==> src/rtl/multi_width_packer_if.sv <==
// ---------------------------------------------------------------------------
// multi_width_packer_if
// Bus bundle between a beat producer/consumer and multi_width_packer.
//   master : drives tracing, valid_in, eof_in, chainId_in, configId,
//            configData, vector_in, out_ready; samples in_ready,
//            vector_out, count_out, valid_out.
//   slave  : the packer itself (directions mirrored).
// Vectors are packed as [element][bit]; element 0 is the first/oldest.
// ---------------------------------------------------------------------------
interface multi_width_packer_if #(
  parameter int N          = 8,
  parameter int DATA_WIDTH = 32,
  parameter int MAX_CHAINS = 4
);
  localparam int CHW = (MAX_CHAINS > 1) ? $clog2(MAX_CHAINS) : 1;

  logic                              tracing;
  logic                              valid_in;
  logic                              in_ready;
  logic                              eof_in;
  logic [CHW-1:0]                    chainId_in;
  logic [7:0]                        configId;
  logic [7:0]                        configData;
  logic [N-1:0][DATA_WIDTH-1:0]      vector_in;
  logic [N-1:0][DATA_WIDTH-1:0]      vector_out;
  logic [$clog2(N):0]                count_out;
  logic                              valid_out;
  logic                              out_ready;

  modport master (
    output tracing, valid_in, eof_in, chainId_in, configId, configData,
           vector_in, out_ready,
    input  in_ready, vector_out, count_out, valid_out
  );

  modport slave (
    input  tracing, valid_in, eof_in, chainId_in, configId, configData,
           vector_in, out_ready,
    output in_ready, vector_out, count_out, valid_out
  );
endinterface

==> src/rtl/multi_width_packer.sv <==
// ---------------------------------------------------------------------------
// multi_width_packer
// Collects variable-length beats (L = 1 << len_code, code 0 = full length N)
// per chain into an N-element buffer and emits a packed vector whenever the
// buffer fills or would overflow. Output is registered with a valid/ready
// handshake. In configuration mode (tracing=0) a byte stream addressed by
// configId loads len_code per chain, then flush_en per chain.
// Ports:
//   clk, rst  : clock, asynchronous active-high reset
//   bus       : multi_width_packer_if.slave (beat input, config, packed out)
// Optional feature macro: PACKER_FLUSH_EN -- eof_in on a chain with
// flush_en set forces emission of the partial buffer (with a one-cycle
// PEND state when the eof beat itself overflows).
// ---------------------------------------------------------------------------
module multi_width_packer #(
  parameter int N                  = 8,
  parameter int DATA_WIDTH         = 32,
  parameter int MAX_CHAINS         = 4,
  parameter int PERSONAL_CONFIG_ID = 0
) (
  input  logic                  clk,
  input  logic                  rst,
  multi_width_packer_if.slave   bus
);
  localparam int LOGN = $clog2(N);
  localparam int CNTW = LOGN + 1;
  localparam int SUMW = LOGN + 2;
  localparam int CHW  = (MAX_CHAINS > 1) ? $clog2(MAX_CHAINS) : 1;
  localparam int BCW  = $clog2(2 * MAX_CHAINS + 1);

  typedef logic [N-1:0][DATA_WIDTH-1:0] vec_t;
  typedef enum logic {ACCUM = 1'b0, PEND = 1'b1} state_t;

  state_t           state, nxt_state;
  logic [CNTW-1:0]  cnt, nxt_cnt;
  vec_t             buffer, nxt_buf;
  logic [7:0]       len_code [MAX_CHAINS];
  logic [BCW-1:0]   byte_counter;

  logic [7:0]       cur_code;
  logic             len_ok;
  logic             accept;
  logic             flush;
  logic             slot_free;
  logic [CNTW-1:0]  beat_len;
  logic [SUMW-1:0]  sum;
  vec_t             merged;
  logic             emit_vld_p0;
  vec_t             emit_vec_p0;
  logic [CNTW-1:0]  emit_cnt_p0;

  // ---- stage p0: beat decode, merge and emission decision ----
  assign cur_code  = len_code[bus.chainId_in];
  assign len_ok    = (cur_code <= 8'(LOGN));
  assign beat_len  = (cur_code == 8'd0) ? CNTW'(N) : (CNTW'(1) << cur_code);
  assign slot_free = !bus.valid_out || bus.out_ready;
  assign accept    = bus.valid_in && bus.tracing && bus.in_ready && len_ok;
  assign sum       = SUMW'(cnt) + SUMW'(beat_len);

`ifdef PACKER_FLUSH_EN
  logic [MAX_CHAINS-1:0] flush_en;
  assign flush = accept && bus.eof_in && flush_en[bus.chainId_in];
`else
  logic unused_eof;
  assign unused_eof = bus.eof_in;
  assign flush      = 1'b0;
`endif

  // Buffer slots above cnt are always zero, so the old buffer can be emitted
  // directly on overflow without masking.
  always_comb begin
    merged = buffer;
    for (int j = 0; j < N; j++) begin
      if (j >= int'(cnt) && j < int'(sum))
        merged[j] = bus.vector_in[LOGN'(j - int'(cnt))];
    end
  end

  // next-state / datapath next values
  always_comb begin
    nxt_state   = state;
    nxt_cnt     = cnt;
    nxt_buf     = buffer;
    emit_vld_p0 = 1'b0;
    emit_vec_p0 = '0;
    emit_cnt_p0 = '0;
    case (state)
      ACCUM: begin
        if (accept) begin
          if (sum > SUMW'(N)) begin
            // overflow: ship what is held, the beat starts a fresh buffer
            emit_vld_p0 = 1'b1;
            emit_vec_p0 = buffer;
            emit_cnt_p0 = cnt;
            nxt_cnt     = beat_len;
            nxt_buf     = '0;
            for (int j = 0; j < N; j++) begin
              if (j < int'(beat_len)) nxt_buf[j] = bus.vector_in[j];
            end
            if (flush) nxt_state = PEND;
          end else if (sum == SUMW'(N) || flush) begin
            emit_vld_p0 = 1'b1;
            emit_vec_p0 = merged;
            emit_cnt_p0 = CNTW'(sum);
            nxt_cnt     = '0;
            nxt_buf     = '0;
          end else begin
            nxt_buf = merged;
            nxt_cnt = CNTW'(sum);
          end
        end
      end
      PEND: begin
        // drain the eof beat parked by an overflowing flush
        if (slot_free) begin
          emit_vld_p0 = 1'b1;
          emit_vec_p0 = buffer;
          emit_cnt_p0 = cnt;
          nxt_cnt     = '0;
          nxt_buf     = '0;
          nxt_state   = ACCUM;
        end
      end
      default: nxt_state = ACCUM;
    endcase
  end

  // FSM output
  always_comb begin
    bus.in_ready = slot_free && (state == ACCUM);
  end

  always_ff @(posedge clk or posedge rst) begin
    if (rst) state <= ACCUM;
    else     state <= nxt_state;
  end

  always_ff @(posedge clk or posedge rst) begin
    if (rst) begin
      cnt    <= '0;
      buffer <= '0;
    end else begin
      cnt    <= nxt_cnt;
      buffer <= nxt_buf;
    end
  end

  // ---- stage p1: registered output with hold under backpressure ----
  always_ff @(posedge clk or posedge rst) begin
    if (rst) begin
      bus.valid_out  <= 1'b0;
      bus.vector_out <= '0;
      bus.count_out  <= '0;
    end else if (emit_vld_p0) begin
      bus.valid_out  <= 1'b1;
      bus.vector_out <= emit_vec_p0;
      bus.count_out  <= emit_cnt_p0;
    end else if (bus.valid_out && bus.out_ready) begin
      bus.valid_out  <= 1'b0;
    end
  end

  // Configuration byte stream; the counter saturates so trailing bytes
  // are dropped instead of wrapping onto len_code again.
  always_ff @(posedge clk or posedge rst) begin
    if (rst) begin
      byte_counter <= '0;
      for (int c = 0; c < MAX_CHAINS; c++) len_code[c] <= 8'd0;
`ifdef PACKER_FLUSH_EN
      flush_en <= '0;
`endif
    end else if (!bus.tracing) begin
      if (bus.configId == 8'(PERSONAL_CONFIG_ID)) begin
        if (byte_counter < BCW'(MAX_CHAINS))
          len_code[byte_counter[CHW-1:0]] <= bus.configData;
`ifdef PACKER_FLUSH_EN
        else if (byte_counter < BCW'(2 * MAX_CHAINS))
          flush_en[CHW'(byte_counter - BCW'(MAX_CHAINS))] <= bus.configData[0];
`endif
        if (byte_counter < BCW'(2 * MAX_CHAINS))
          byte_counter <= byte_counter + BCW'(1);
      end else begin
        byte_counter <= '0;
      end
    end
  end
endmodule
==> src/flat_wrapper.sv <==
// flat-port wrapper written by rule: the top's interface ports become plain ports
module multi_width_packer_flat 
#(
  parameter int N                  = 8,
  parameter int DATA_WIDTH         = 32,
  parameter int MAX_CHAINS         = 4,
  parameter int PERSONAL_CONFIG_ID = 0
)
  (clk, rst, bus_tracing, bus_valid_in, bus_eof_in, bus_chainId_in, bus_configId, bus_configData, bus_vector_in, bus_out_ready, bus_in_ready, bus_vector_out, bus_count_out, bus_valid_out);
  multi_width_packer_if #(.N(N), .DATA_WIDTH(DATA_WIDTH), .MAX_CHAINS(MAX_CHAINS)) bus_i ();
  input  logic clk;
  input  logic rst;
  input wire logic [$bits(bus_i.tracing)-1:0] bus_tracing;
  input wire logic [$bits(bus_i.valid_in)-1:0] bus_valid_in;
  input wire logic [$bits(bus_i.eof_in)-1:0] bus_eof_in;
  input wire logic [$bits(bus_i.chainId_in)-1:0] bus_chainId_in;
  input wire logic [$bits(bus_i.configId)-1:0] bus_configId;
  input wire logic [$bits(bus_i.configData)-1:0] bus_configData;
  input wire logic [$bits(bus_i.vector_in)-1:0] bus_vector_in;
  input wire logic [$bits(bus_i.out_ready)-1:0] bus_out_ready;
  output wire logic [$bits(bus_i.in_ready)-1:0] bus_in_ready;
  output wire logic [$bits(bus_i.vector_out)-1:0] bus_vector_out;
  output wire logic [$bits(bus_i.count_out)-1:0] bus_count_out;
  output wire logic [$bits(bus_i.valid_out)-1:0] bus_valid_out;
  assign bus_i.tracing = bus_tracing;
  assign bus_i.valid_in = bus_valid_in;
  assign bus_i.eof_in = bus_eof_in;
  assign bus_i.chainId_in = bus_chainId_in;
  assign bus_i.configId = bus_configId;
  assign bus_i.configData = bus_configData;
  assign bus_i.vector_in = bus_vector_in;
  assign bus_i.out_ready = bus_out_ready;
  assign bus_in_ready = bus_i.in_ready;
  assign bus_vector_out = bus_i.vector_out;
  assign bus_count_out = bus_i.count_out;
  assign bus_valid_out = bus_i.valid_out;
  multi_width_packer #(.N(N), .DATA_WIDTH(DATA_WIDTH), .MAX_CHAINS(MAX_CHAINS), .PERSONAL_CONFIG_ID(PERSONAL_CONFIG_ID)) u_core (.clk(clk), .rst(rst), .bus(bus_i));
endmodule
==> config.mk <==
export PLATFORM = sky130hd
export DESIGN_NAME = multi_width_packer_flat
export DESIGN_NICKNAME = d
export VERILOG_FILES = /design/src/rtl/multi_width_packer_if.sv /design/src/rtl/multi_width_packer.sv /design/src/flat_wrapper.sv
export SDC_FILE = /design/constraint.sdc
export NUM_CORES = 2
export LEC_CHECK = 0
export CAP_MARGIN = 0
export CORE_MARGIN = 3
export CORE_UTILIZATION = 40
export DETAILED_ROUTE_END_ITERATION = 12
export SLEW_MARGIN = 10
export SYNTH_ARGS = -nofsm -noshare
export SYNTH_HDL_FRONTEND = slang
export SYNTH_SLANG_ARGS = --single-unit
==> constraint.sdc <==
create_clock -name clk -period 29.4 [get_ports clk]
set_input_delay 5.88 -clock clk [delete_from_list [all_inputs] [get_ports clk]]
set_output_delay 5.88 -clock clk [all_outputs]
set_load 0.1 [all_outputs]
==> metrics <==
outcome finished, final reports clean; startpoint types primary input; post-synthesis average cell area 10.6 sq um; TritonCTS clock tree done; max-slew violation count 0; dpl ws 15.78 ns; hold_ws 0.492 ns; clock sinks 558; Leakage 0.0185 uW; WL/cell 38.2 microns; Gate Count Post-Synth 3,549; chip width 313 microns; MaxCap Viol Count 0; CP max stage delay 1.16 ns; vias per cell 7.20; largest net degree at the start of global routing 172; core area 93,500 sq um; mapped cell area 37,800 sq um; DRC viols 0; CP Class primary input to output port; f_max 0.0734 GHz; Yosys reg bits 558; Total Wirelength 199,000 microns; most frequent cell after synthesis dfrtp_1; R2R setup slack 23.48 ns; IO buf count 540; hold depth 2; Detailed Route Iter0 Violations 5,834; Root Driver clkbuf_16; clk buf depth 3; Vias 37,508; Synth area leader dfrtp_1; post-CTS setup buffer count 0; Worst EP arrival 7.73 ns; Final Hold Viols 0; Setup Viol. Count Final 0; period utilization 46.3%; Clock Skew 0.0267 ns; Core Util, Final 50.0%; 1st-pass router iterations 6; initial antenna violation count 69; P per Cell Area 151 nW/um^2; Reg2Reg Capture Point u_core.buffer[234]; Distinct cells, synth 72; Final min period 13.61 ns; Slew HR 0.0854%; Hold Path Class flop to flop; Final ANT Viol Nets 0; critical-path cell list clkdlybuf4s50_1, nor2b_1, nor2_1, clkdlybuf4s50_1; Post-Layout Cell Count 5,206; share of layout cells above drive strength 1 17.3%; share of the synthesized area in the top cell type 37.0%; Commonest cells post-synth dfrtp_1 (558), mux4_2 (326), clkbuf_1 (283); Crit-path slowest cell clkdlybuf4s50_1; synth top area cells dfrtp_1 (37%), mux4_2 (19%), mux2i_1 (5.1%); CTS H-tree lvls 3; Reg2Reg Depth 15; Critical Path End Type output port; Die ar. 98,100 sq um; number of global-route vias before repair 35,210; setup ws final 15.79 ns; Die Ht 313 microns; nets 4,152; RSZ-0062 raised after global routing false; Initial Utilization 40.4%; clk slew on worst S/H paths 0.06 ns; Clock Latency Late Sink 0.66 ns; IR drop worst, VDD 0.000106 V; Synth Warn # 0; Seq/Total Area, Yosys 37.0%; grt ovf 0; Setup TNS 0 ns; I/O pin total 542; CP dominant cell by count clkdlybuf4s50_1; Max FO, Critical Path 6; global-route wire length before repair 278,000 microns; syn_nets 3,843; Req. time, crit path 23.52 ns; number of placed instances, taps included 5,040; CTS buffer count 70; synthesis-to-layout area growth 23.7%; Routability Congestion 0.970; DP HPWL 138,000 microns; most used flip-flop cell after synthesis dfrtp_1; GRT Overall Usage 39.6%; Worst Tran Pin Value 1.50 ns; Hold EP u_core.bus.vector_out[235]; RR Startpoint u_core.len_code[29]; Post-synth ARST share 100%; row cnt 112; CTS Hold Buffers Added 0; cts repair resizes 0; hold wc startpoint u_core.bus.vector_out[235]; number of synthesized flops with an enable pin 0
## how the worst max path moves through the flow
| stage | startpoint | slack [ns] | cells after the start | endpoint |
|---|---|---|---|---|
| 2_1_floorplan | rst | 7.92 | 1 | u_core.buffer[0] |
| 3_3_place_gp | bus_out_ready | 15.78 | 4 | bus_in_ready |
| 3_5_place_dp | bus_out_ready | 15.78 | 4 | bus_in_ready |
| 4_1_cts | bus_out_ready | 15.77 | 4 | bus_in_ready |
| 5_1_grt | bus_out_ready | 15.68 | 4 | bus_in_ready |
| 6_report | bus_out_ready | 15.79 | 4 | bus_in_ready |
## where the power goes
group | internal [uW] | switching [uW] | leakage, uW
logic | 1390 | 3370 | 0.0101
registers | 1080 | 268 | 0.00721
clock network | 567 | 375 | 0.00120
total | 3040 | 4010 | 0.0185
## per-layer routing
| metal | up-vias | part of all wire [%] | global-route usage [%] |
|---|---|---|---|
| li1 | 14756 | - | - |
| met1 | 19040 | 35 | 49.0 |
| met2 | 3076 | 41 | 55.0 |
| met3 | 582 | 16 | 18.7 |
| met4 | 54 | 8.2 | 25.9 |
| met5 | - | 0.18 | 0 |
## cell usage in the layout, fill, tap and decap left out, types with 55 or more instances in the layout
| cell | n |
|---|---|
| a32oi_1 | 106 |
| o21ai_0 | 203 |
| nand2_1 | 251 |
| mux2_2 | 67 |
| nor2_1 | 98 |
| o211ai_1 | 211 |
| clkbuf_16 | 71 |
| buf_4 | 106 |
| nor3_1 | 84 |
| mux2i_1 | 193 |
| clkdlybuf4s50_1 | 517 |
| nand4_1 | 74 |
| nand3_1 | 129 |
| dfrtp_1 | 556 |
| inv_1 | 111 |
| a21oi_1 | 183 |
| o221ai_1 | 55 |
| mux4_2 | 326 |
## through the flow
step	power [uW]	area, sq um
CTS	6940	46600
detailed placement	5980	44200
global route	7250	46600
finish	7050	46700
global placement	5940	44200
floorplan	4470	37800
## state kept, by name, summed over array words and instances (netlist names)
name                   count
u_core.len_code           32
u_core.bus.vector_out    256
u_core.buffer            256
u_core.bus.count_out       4
u_core.bus.valid_out       1
u_core.state               1
u_core.cnt                 4
u_core.byte_counter        4
## layout make-up
| class | instances | area, sq um |
|---|---|---|
| inverter | 114 | 437 |
| antenna | 41 | 103 |
| timing repair buffer | 625 | 6010 |
| fill | 8537 | 46800 |
| clock inverter | 30 | 438 |
| tap | 1254 | 1570 |
| clock buffer | 95 | 2010 |
| sequential | 558 | 14000 |
| multi-input combinational | 2489 | 22200 |
## critical path: cells and delay by family
family | cells | cell delay, ns
and+or+nand+nor | 2 | 0.23
buffers and inverters | 2 | 1.61
## cell families after synthesis
family                   share of synthesized area [%]
AO/OA/AOI/OAI                                     20.7
XOR/XNOR                                        0.0696
adder cells (fa/ha/maj)                          0.484
buffers and inverters                             5.20
flip-flops                                        37.0
multiplexers                                      26.6
other                                          0.00993
AND/OR/NAND/NOR                                   9.99
Power figures use the tool's default switching activity.
